### src/rtl/sm_seq_pkg.sv
// rtl/sm_seq_pkg.sv - shared types and default widths for the move sequencer
package sm_seq_pkg;

  localparam int SEQ_SIZE       = 16;
  localparam int SEQ_CNT_W      = 16;
  localparam int SEQ_DWELL_W    = 16;
  localparam int SEQ_DEPTH      = 4;
  localparam int SEQ_MIN_PERIOD = 4;

  typedef enum logic [2:0] {
    ST_IDLE,
    ST_LOAD,
    ST_ARM,
    ST_RUN,
    ST_DWELL
  } seq_state_e;

  typedef struct packed {
    logic [SEQ_DWELL_W-1:0] dwell;
    logic                   dir;
    logic [SEQ_CNT_W-1:0]   count;
    logic [SEQ_SIZE-1:0]    period;
  } seq_cmd_t;

endpackage

### src/rtl/sm_cmd_fifo.sv
// rtl/sm_cmd_fifo.sv - synchronous command FIFO with push/pop/flush and occupancy
module sm_cmd_fifo #(
  parameter int W     = 49,
  parameter int DEPTH = 4,
  localparam int AW   = $clog2(DEPTH)
) (
  input  logic          clk,
  input  logic          rst_n,
  input  logic          push,
  input  logic          pop,
  input  logic          flush,
  input  logic [W-1:0]  wdata,
  output logic [W-1:0]  rdata,
  output logic [AW:0]   level
);

  logic [W-1:0]  mem [DEPTH];
  logic [AW-1:0] wr_ptr;
  logic [AW-1:0] rd_ptr;

  always_ff @(posedge clk or negedge rst_n) begin
    if (!rst_n) begin
      wr_ptr <= '0;
      rd_ptr <= '0;
      level  <= '0;
    end else if (flush) begin
      wr_ptr <= '0;
      rd_ptr <= '0;
      level  <= '0;
    end else begin
      if (push) wr_ptr <= wr_ptr + 1'b1;
      if (pop)  rd_ptr <= rd_ptr + 1'b1;
      level <= level + {{AW{1'b0}}, push} - {{AW{1'b0}}, pop};
    end
  end

  always_ff @(posedge clk) begin
    if (push && !flush) mem[wr_ptr] <= wdata;
  end

  assign rdata = mem[rd_ptr];

endmodule

### src/rtl/sm_move_sequencer.sv
// rtl/sm_move_sequencer.sv - sequences queued move segments onto the step pulse generator
// Define SM_SEQ_DWELL_EN to add the post-segment dwell pause (DWELL state and counter).
module sm_move_sequencer
  import sm_seq_pkg::*;
#(
  parameter int SIZE       = SEQ_SIZE,
  parameter int CNT_W      = SEQ_CNT_W,
  parameter int DWELL_W    = SEQ_DWELL_W,
  parameter int DEPTH      = SEQ_DEPTH,
  parameter int MIN_PERIOD = SEQ_MIN_PERIOD
) (
  input  logic                   clk,
  input  logic                   rst_n,
  input  logic                   cmd_valid,
  output logic                   cmd_ready,
  input  logic [SIZE-1:0]        cmd_period,
  input  logic [CNT_W-1:0]       cmd_count,
  input  logic                   cmd_dir,
  input  logic [DWELL_W-1:0]     cmd_dwell,
  input  logic                   hold,
  input  logic                   abort,
  output logic                   gen_start,
  output logic                   gen_stop,
  output logic [SIZE-1:0]        gen_period,
  output logic [CNT_W-1:0]       gen_count,
  output logic                   gen_dir,
  input  logic                   gen_done,
  output logic                   seg_done,
  output logic                   seq_busy,
  output logic                   clamp_err,
  output logic [$clog2(DEPTH):0] level
);

  localparam int LW = $clog2(DEPTH) + 1;
  localparam logic [LW-1:0]   FULL  = LW'(DEPTH);
  localparam logic [SIZE-1:0] MIN_P = SIZE'(MIN_PERIOD);
`ifdef SM_SEQ_DWELL_EN
  localparam int FW = DWELL_W + 1 + CNT_W + SIZE;
`else
  localparam int FW = 1 + CNT_W + SIZE;
`endif

  seq_state_e        state;
  seq_state_e        state_nxt;
  seq_state_e        after_seg;
  logic              push;
  logic              pop;
  logic              load_en;
  logic [LW-1:0]     lvl_nxt;
  logic [FW-1:0]     wdata;
  logic [FW-1:0]     rdata;
  logic [SIZE-1:0]   head_period;
  logic [CNT_W-1:0]  head_count;
  logic              head_dir;

`ifdef SM_SEQ_DWELL_EN
  logic [DWELL_W-1:0] dwell_q;
  logic [DWELL_W-1:0] dwell_cnt;
  assign wdata     = {cmd_dwell, cmd_dir, cmd_count, cmd_period};
  assign after_seg = (dwell_q != '0) ? ST_DWELL : ST_IDLE;
`else
  logic unused_dwell;
  assign unused_dwell = ^cmd_dwell;
  assign wdata        = {cmd_dir, cmd_count, cmd_period};
  assign after_seg    = ST_IDLE;
`endif

  assign head_period = rdata[SIZE-1:0];
  assign head_count  = rdata[SIZE +: CNT_W];
  assign head_dir    = rdata[SIZE+CNT_W];

  assign push    = cmd_valid && cmd_ready && !abort;
  assign load_en = (state == ST_IDLE) && (state_nxt == ST_LOAD);
  assign lvl_nxt = abort ? '0 : level + {{(LW-1){1'b0}}, push} - {{(LW-1){1'b0}}, pop};

  sm_cmd_fifo #(.W(FW), .DEPTH(DEPTH)) u_fifo (
    .clk   (clk),
    .rst_n (rst_n),
    .push  (push),
    .pop   (pop),
    .flush (abort),
    .wdata (wdata),
    .rdata (rdata),
    .level (level)
  );

  always_comb begin
    state_nxt = state;
    pop       = 1'b0;
    case (state)
      ST_IDLE:  if (level != '0 && !hold) state_nxt = ST_LOAD;
      ST_LOAD: begin
        pop       = 1'b1;
        state_nxt = (gen_count != '0) ? ST_ARM : after_seg;
      end
      ST_ARM:   state_nxt = ST_RUN;
      ST_RUN:   if (gen_done) state_nxt = after_seg;
`ifdef SM_SEQ_DWELL_EN
      ST_DWELL: if (dwell_cnt <= DWELL_W'(1)) state_nxt = ST_IDLE;
`endif
      default:  state_nxt = ST_IDLE;
    endcase
    if (abort) begin
      state_nxt = ST_IDLE;
      pop       = 1'b0;
    end
  end

  // Generator fields are latched on entry to LOAD so gen_dir settles a full cycle before gen_start.
  always_ff @(posedge clk or negedge rst_n) begin
    if (!rst_n) begin
      state      <= ST_IDLE;
      cmd_ready  <= 1'b0;
      gen_start  <= 1'b0;
      gen_stop   <= 1'b0;
      gen_period <= '0;
      gen_count  <= '0;
      gen_dir    <= 1'b0;
      seg_done   <= 1'b0;
      seq_busy   <= 1'b0;
      clamp_err  <= 1'b0;
    end else begin
      state     <= state_nxt;
      cmd_ready <= !abort && (lvl_nxt < FULL);
      seq_busy  <= (state_nxt != ST_IDLE) || (lvl_nxt != '0);
      gen_start <= (state == ST_LOAD) && (state_nxt == ST_ARM);
      gen_stop  <= abort && ((state == ST_ARM) || (state == ST_RUN && !gen_done));
      seg_done  <= (state == ST_RUN && gen_done) ||
                   (state == ST_LOAD && gen_count == '0 && !abort);
      if (load_en) begin
        gen_dir   <= head_dir;
        gen_count <= head_count;
        if (head_period < MIN_P) begin
          gen_period <= MIN_P;
          clamp_err  <= 1'b1;
        end else begin
          gen_period <= head_period;
        end
      end
    end
  end

`ifdef SM_SEQ_DWELL_EN
  // Counter tracks the latched dwell outside DWELL, so it is preloaded on entry.
  always_ff @(posedge clk or negedge rst_n) begin
    if (!rst_n) begin
      dwell_q   <= '0;
      dwell_cnt <= '0;
    end else begin
      if (load_en) dwell_q <= rdata[FW-1 -: DWELL_W];
      if (state != ST_DWELL) dwell_cnt <= dwell_q;
      else                   dwell_cnt <= dwell_cnt - 1'b1;
    end
  end
`endif

endmodule

### config.mk
export PLATFORM = sky130hd
export DESIGN_NAME = sm_move_sequencer
export DESIGN_NICKNAME = d
export VERILOG_FILES = /design/src/rtl/sm_seq_pkg.sv /design/src/rtl/sm_cmd_fifo.sv /design/src/rtl/sm_move_sequencer.sv
export SDC_FILE = /design/constraint.sdc
export NUM_CORES = 1
export LEC_CHECK = 0
export ABC_CLOCK_PERIOD_IN_PS = 2450
export BUFFER_PORTS_ARGS = -buffer_cell sky130_fd_sc_hd__buf_4
export CORE_ASPECT_RATIO = 0.9
export CORE_MARGIN = 3
export CORE_UTILIZATION = 46
export DETAILED_ROUTE_END_ITERATION = 12
export PLACE_DENSITY = 0.74
export SYNTH_ARGS = -nofsm -noshare
export SYNTH_HDL_FRONTEND = slang
export SYNTH_SLANG_ARGS = --single-unit
### constraint.sdc
create_clock -name clk -period 2.45 [get_ports clk]
set_clock_uncertainty 0.05 [all_clocks]
set_input_delay 0.1225 -clock clk [delete_from_list [all_inputs] [get_ports clk]]
set_output_delay 0.1225 -clock clk [all_outputs]
set_load 0.01 [all_outputs]
==> results.yml, run 1 <==
worst_setup_path:
  rr_worst_depth: 10
  crit_path_start: "state[1]$_DFF_PN0_"
  arrival_ns: 2.56
  crit_type: "register to register"
  start_kind: "register"
  r2r_setup_slack_ns: 0.12
  end_kind: "register"
  r2r-start: "state[1]$_DFF_PN0_"
  required_ns: 2.68
  timing.rr.end: "seq_busy$_DFF_PN0_"
  cp_max_fo: 3
final_layout:
  layout.cells.most_common_list: "132 x edfxtp_1, 90 x buf_4, 48 x dfrtp_1, 38 x dlygate4sd3_1, 30 x mux2_2"
  diodes: 0
  final_common_cell: "edfxtp_1"
  nFillCells: 1048
  multiInputGateArea_sq_mm: 0.00160
  final_nets: 532
  area_growth_pct: 27.1
  drive_gt1_frac: 0.373
  seqCellArea_sq_mm: 0.00519
clock_tree:
  cts_buffers: 17
  clk_pin_slew_ns: 0.06
  cts_setup_buffers: 0
  worstSkewPairLatency_ns: 0.42
  htree_levels: 4
  cts_tree: "done"
  root_buffer: "clkbuf_16"
  cts_buffer_depth: 2
  clkSinkCount: 181
floorplanning:
  die_x_um: 135
  rows: 41
  fp.dieH_um: 122
  core_area_sq_mm: 0.0143
  io_pins: 97
  die_area_sq_mm: 0.0165
  start_util: 0.481
pwr:
  pwr-share-comb: 0.142
  p_int_mw: 5.60
  pwr-share-seq: 0.522
  ir_worst_vdd_mv: 0.634
  p_switching_mw: 1.68
  clkPwrFrac: 0.336
  p_leak_nw: 3.29
  powerDensity_mw_per_mm2: 833
  sw_frac_of_total: 0.231
placement:
  routabilityCongestion: 0.725
  dp_hpwl_mm: 7.95
  portBuffers: 80
synthesis:
  synth-seq-cells: 181
  netlist_area_sq_mm: 0.00688
  syn_inst: 330
  yosys_warnings: 0
  synthAdderAreaFrac: 0.0138
  yosysUniqueCellTypes: 36
  synth_xor_xnor_area_share: 0.00637
  synth_area_per_cell_sq_um: 20.8
  synthMuxAreaShare: 0.166
  syn-num-nets: 392
  synth-compound-area-share: 0.00746
  synth_top_family_by_area: "multiplexers"
  synth-simple-area-share: 0.0367
  synth-seq-area-share: 0.754
drt:
  drt_wl_total_mm: 13.0
  highest_layer: "met4"
  vias: 3514
  drc: 0
  met2WireLength_mm: 6.58
  drt_iter0_markers: 208
  wl_per_cell_um: 19.3
  via_per_inst: 5.20
  first_pass_iters: 4
  dr_wl_met3_um: 599
  wl_met1_mm: 5.71
  ant_nets: 0
flow_run:
  drv_cap: 0
global_route:
  grt.overflow.total: 0
  antenna_found_initial: 0
  grt_pass1_wl_mm: 20.6
  grt_max_degree: 50
  gr-usage-all-layers: 0.170
  grt_pass1_vias: 3861
timing:
  final.period_utilization: 0.950
  worst_pin_slew_ns: 0.690
  setup_viol: 0
  setup_tns_ns: 0
  max_freq_ghz: 0.430
  hold_ws_ns: 0.219
  relSlewSlack: 0.540
  period_minus_slack_ns: 2.33
  finalHoldViolations: 0
  rsz0062_at_grt: "false"
  drv_slew: 0
min_path:
  hold_path.class: "input pin to asynchronous set/reset pin"
run_status:
  status: "completed"
area by class of cell:
| class | instances | share of cell area |
|---|---|---|
| Clock buffer | 28 | 0.0581 |
| Clock inverter | 4 | 0.00272 |
| Inverter | 6 | 0.00258 |
| Multi-Input combinational cell | 131 | 0.183 |
| Sequential cell | 181 | 0.594 |
| Tap cell | 193 | 0.0276 |
| Timing Repair Buffer | 133 | 0.132 |
cell families (layout without fill, tap and decap cells):
family	Yosys count	count (layout)
flip-flops	181	181
multiplexers	65	65
AND/OR/NAND/NOR	46	46
buffers and inverters	18	171
adder cells (fa/ha/maj)	7	7
AO/OA/AOI/OAI	7	7
XOR/XNOR	5	5
other	1	1
worst max path at each step:
stage / end / slack [ns] / cells after the start
after floorplan: seq_busy$_DFF_PN0_ / 0.24 / 10
after global placement: seq_busy$_DFF_PN0_ / 0.17 / 10
after detailed placement: seq_busy$_DFF_PN0_ / 0.10 / 10
after CTS: seq_busy$_DFF_PN0_ / 0.03 / 10
after global routing: seq_busy$_DFF_PN0_ / 0.03 / 10
final: seq_busy$_DFF_PN0_ / 0.12 / 10
critical path, cell delays in order (launching register included):
cell,delay [ns]
dfrtp_1,0.39
nand2b_1,0.19
nor3_2,0.16
ha_1,0.26
inv_1,0.06
ha_1,0.13
inv_1,0.05
fa_1,0.37
xor2_1,0.16
xnor2_1,0.22
a41oi_1,0.16
sequential cells by signal, summed over array words and instances, names as in the netlist:
signal	flops
clamp_err	1
cmd_ready	1
gen_count	16
gen_dir	1
gen_period	16
gen_start	1
gen_stop	1
seg_done	1
seq_busy	1
state	3
u_fifo.level	3
u_fifo.mem	132
u_fifo.rd_ptr	2
u_fifo.wr_ptr	2
repair_timing:
action	CTS	global route
resized for setup	0	1
hold buffers	38	0
endpoints found under the setup margin	0	1
endpoints found under the hold margin	186	0
power groups by stage:
stage | clock, mW | sequential [mW] | combinational, mW
finish | 2.44 | 3.80 | 1.04
global route | 2.63 | 3.84 | 1.13
CTS | 2.49 | 3.81 | 1.05
detailed placement | 0 | 3.87 | 0.999
global placement | 0 | 3.86 | 0.976
floorplan | 0 | 3.91 | 0.324
through the flow:
stage                     cells  power (mW)   util  area [sq um]  worst slack [ns]
after global routing        676        7.60  0.611          8740            0.0319
after global placement      606        4.84  0.547          7830             0.172
after CTS                   676        7.35  0.610          8740            0.0310
after floorplan             330        4.23      -          6880             0.235
after detailed placement    606        4.87  0.547          7830             0.100
final                       676        7.28  0.611          8740             0.123
Yosys cell counts, drive strengths merged:
cell type    n  area share
nand4        1     0.00091
nand2        6      0.0033
a21oi        2      0.0015
inv          6      0.0033
nand2b       3      0.0027
a211o        1      0.0013
nor3b        2      0.0022
a211oi       1      0.0011
mux4        33        0.11
xnor2        3      0.0038
dfrtp       49        0.18
buf          9      0.0096
nor4         7      0.0073
a31o         1      0.0013
nor3         5      0.0036
mux2i        2      0.0029
fa           1      0.0029
and2         5      0.0045
nor2b        2      0.0018
conb         1     0.00055
a41oi        1      0.0013
ha           6       0.011
nand3        1     0.00073
nand3b       1      0.0011
a21boi       1      0.0011
clkbuf       3      0.0016
xor2         2      0.0025
or2          1     0.00091
mux2        30       0.049
and4         1      0.0016
nor2        11      0.0060
edfxtp     132        0.58
per-layer routing:
metal  vias up  GRT usage
met5         -          0
met4         0     0.0534
met3        15     0.0508
met2        68      0.279
met1      1833      0.223
li1       1598          -
Note: power is estimated with default switching activity, not from simulation.
==> run 2, diff against run 1 <==
--- a/config.mk
+++ b/config.mk
@@ -7,11 +7,13 @@
 export LEC_CHECK = 0
 export ABC_CLOCK_PERIOD_IN_PS = 2450
 export BUFFER_PORTS_ARGS = -buffer_cell sky130_fd_sc_hd__buf_4
+export CELL_PAD_IN_SITES_DETAIL_PLACEMENT = 0
+export CELL_PAD_IN_SITES_GLOBAL_PLACEMENT = 1
 export CORE_ASPECT_RATIO = 0.9
 export CORE_MARGIN = 3
 export CORE_UTILIZATION = 46
 export DETAILED_ROUTE_END_ITERATION = 12
-export PLACE_DENSITY = 0.74
+export PLACE_DENSITY = 0.83
 export SYNTH_ARGS = -nofsm -noshare
 export SYNTH_HDL_FRONTEND = slang
 export SYNTH_SLANG_ARGS = --single-unit
==> run 2 against run 1 <==
Against the previous run:
- core utilization is 0.92 points higher
- highest routed layer unchanged
- critical path type unchanged
- combinational power hardly changed
- clock-buffer cell count is 10 lower
- final area is 1.5% higher
- register-to-register slack worse by 0.10 ns
- sequential power hardly changed
==> results.yml, run 2 (same netlist as run 1, synthesis figures left out) <==
pwr:
  pwr-share-comb: 0.137
  powerDensity_mw_per_mm2: 860
  p_leak_nw: 3.34
  p_switching_mw: 1.74
  ir_worst_vdd_mv: 0.575
  p_int_mw: 5.90
  clkPwrFrac: 0.365
  pwr-share-seq: 0.498
  sw_frac_of_total: 0.228
worst_setup_path:
  cp_num_buf_inv: 2
  path_delay_family: "adder cells"
  start_kind: "register"
  cp_max_fo: 5
  arrival_ns: 2.66
  required_ns: 2.68
  cp_slowest_cell: "dfrtp_1"
  crit_type: "register to register"
  path_cells: "nand2b_4 -> nor3_4 -> ha_1 -> inv_1 -> ha_1 -> inv_2 -> fa_2 -> xor2_1 -> xnor2_1 -> a41oi_1"
  slowest_delay_ns: 0.43
  cpMostUsedCell: "ha_1"
  end_kind: "register"
global_route:
  grt_pass1_wl_mm: 21.0
  grt_max_degree: 50
  gr-usage-all-layers: 0.174
  grt.overflow.total: 0
  grt_pass1_vias: 3835
  antenna_found_initial: 1
final_layout:
  largest_register: "u_fifo.mem"
  nFillCells: 1017
  multiInputGateArea_sq_mm: 0.00162
  layout.cells.most_common_list: "132 x edfxtp_1, 90 x buf_4, 48 x dfrtp_1, 39 x dlygate4sd3_1, 30 x mux2_2"
  largest_registers: "u_fifo.mem x132, gen_count x16, gen_period x16"
  area_growth_pct: 29.0
  final_common_cell: "edfxtp_1"
  final_nets: 534
  postLayoutCoreUtil: 0.620
  largest_reg_flops: 132
  drive_gt1_frac: 0.394
  seqCellArea_sq_mm: 0.00519
drt:
  via_per_inst: 5.27
  drt_wl_total_mm: 13.4
  first_pass_iters: 4
  vias: 3576
  wl_per_cell_um: 19.7
  ant_nets: 0
  drc: 0
  drt_iter0_markers: 268
flow_run:
  drv_cap: 0
clock_tree:
  root_buffer: "clkbuf_16"
  cts_buffer_depth: 2
  clkSinkCount: 181
  cts_buffers: 17
  clk_pin_slew_ns: 0.06
  worstSkewPairLatency_ns: 0.42
  htree_levels: 4
  cts_tree: "done"
timing:
  setup_viol: 0
  setup_tns_ns: 0
  finalHoldViolations: 0
  period_minus_slack_ns: 2.43
  relSlewSlack: 0.537
  hold_ws_ns: 0.239
  drv_slew: 0
  max_freq_ghz: 0.412
  rsz0062_at_grt: "true"
  worst_pin_slew_ns: 0.694
  final.period_utilization: 0.991
run_status:
  status: "completed"
floorplanning:
  die_area_sq_mm: 0.0165
  start_util: 0.481
  die_x_um: 135
  io_pins: 97
  rows: 41
  core_area_sq_mm: 0.0143
  fp.dieH_um: 122
placement:
  routabilityCongestion: 0.695
  portBuffers: 80
  dp_hpwl_mm: 8.25
min_path:
  hold_path.class: "input pin to asynchronous set/reset pin"
run 2: per-layer routing:
| layer | global-route usage | up-vias | wire, um |
|---|---|---|---|
| met1 | 0.226 | 1838 | 5350 |
| li1 | - | 1605 | - |
| met5 | 0 | - | 0 |
| met2 | 0.292 | 119 | 7020 |
| met3 | 0.0504 | 14 | 871 |
| met4 | 0.0471 | 0 | 154 |
run 2: per-stage QoR:
step	setup slack (ns)	instance area (sq um)	instances	power, mW
after global routing	-0.0743	8870	679	7.95
after floorplan	0.235	6880	330	4.23
after CTS	0.0409	8840	676	7.72
final	0.0224	8870	679	7.63
after detailed placement	-0.0113	7830	605	4.87
after global placement	0.114	7830	605	4.84
run 2: worst register-to-register path, stage by stage, from the launching register on:
cell and delay (ns):
dfrtp_1 0.43, nand2b_4 0.18, nor3_4 0.20, ha_1 0.25, inv_1 0.07, ha_1 0.17, inv_2 0.05, fa_2 0.33
xor2_1 0.16, xnor2_1 0.26, a41oi_1 0.16
run 2: final timing paths:
path / slack, ns / from / depth (start not counted) / end
min reg2reg: 0.46 / gen_period[13]$_DFFE_PN0P_ / 1 / gen_period[13]$_DFFE_PN0P_
max: 0.02 / state[1]$_DFF_PN0_ / 10 / seq_busy$_DFF_PN0_
max in group asynchronous: 1.61 / rst_n / 2 / u_fifo.rd_ptr[0]$_DFFE_PN0P_
max reg2reg: 0.02 / state[1]$_DFF_PN0_ / 10 / seq_busy$_DFF_PN0_
min in group clk: 0.39 / cmd_period[14] / 2 / u_fifo.mem[1][14]$_DFFE_PP_
min: 0.24 / rst_n / 2 / gen_count[14]$_DFFE_PN0P_
run 2: area by class of cell:
class                      count  area share
antenna                        1    0.000282
clock buffer                  18      0.0484
clock inverter                14      0.0209
inverter                       6     0.00254
multi-input combinational    131       0.182
sequential                   181       0.585
tap                          193      0.0272
timing repair buffer         135       0.134
run 2: power by group through the flow:
stage	combinational (mW)	clock (mW)	sequential, mW
after floorplan	0.324	0	3.91
after global placement	0.987	0	3.85
after detailed placement	1.01	0	3.86
after CTS	1.06	2.86	3.81
after global routing	1.13	2.98	3.84
final	1.04	2.78	3.80
run 2: timing repair:
item | in CTS | in global routing
hold buffers | 39 | 0
endpoints found under the hold margin | 186 | 0
gates resized for setup | 1 | 4
endpoints found under the setup margin | 1 | 3
setup buffers | 0 | 2
pin swaps | 1 | 4
cloned | 0 | 0
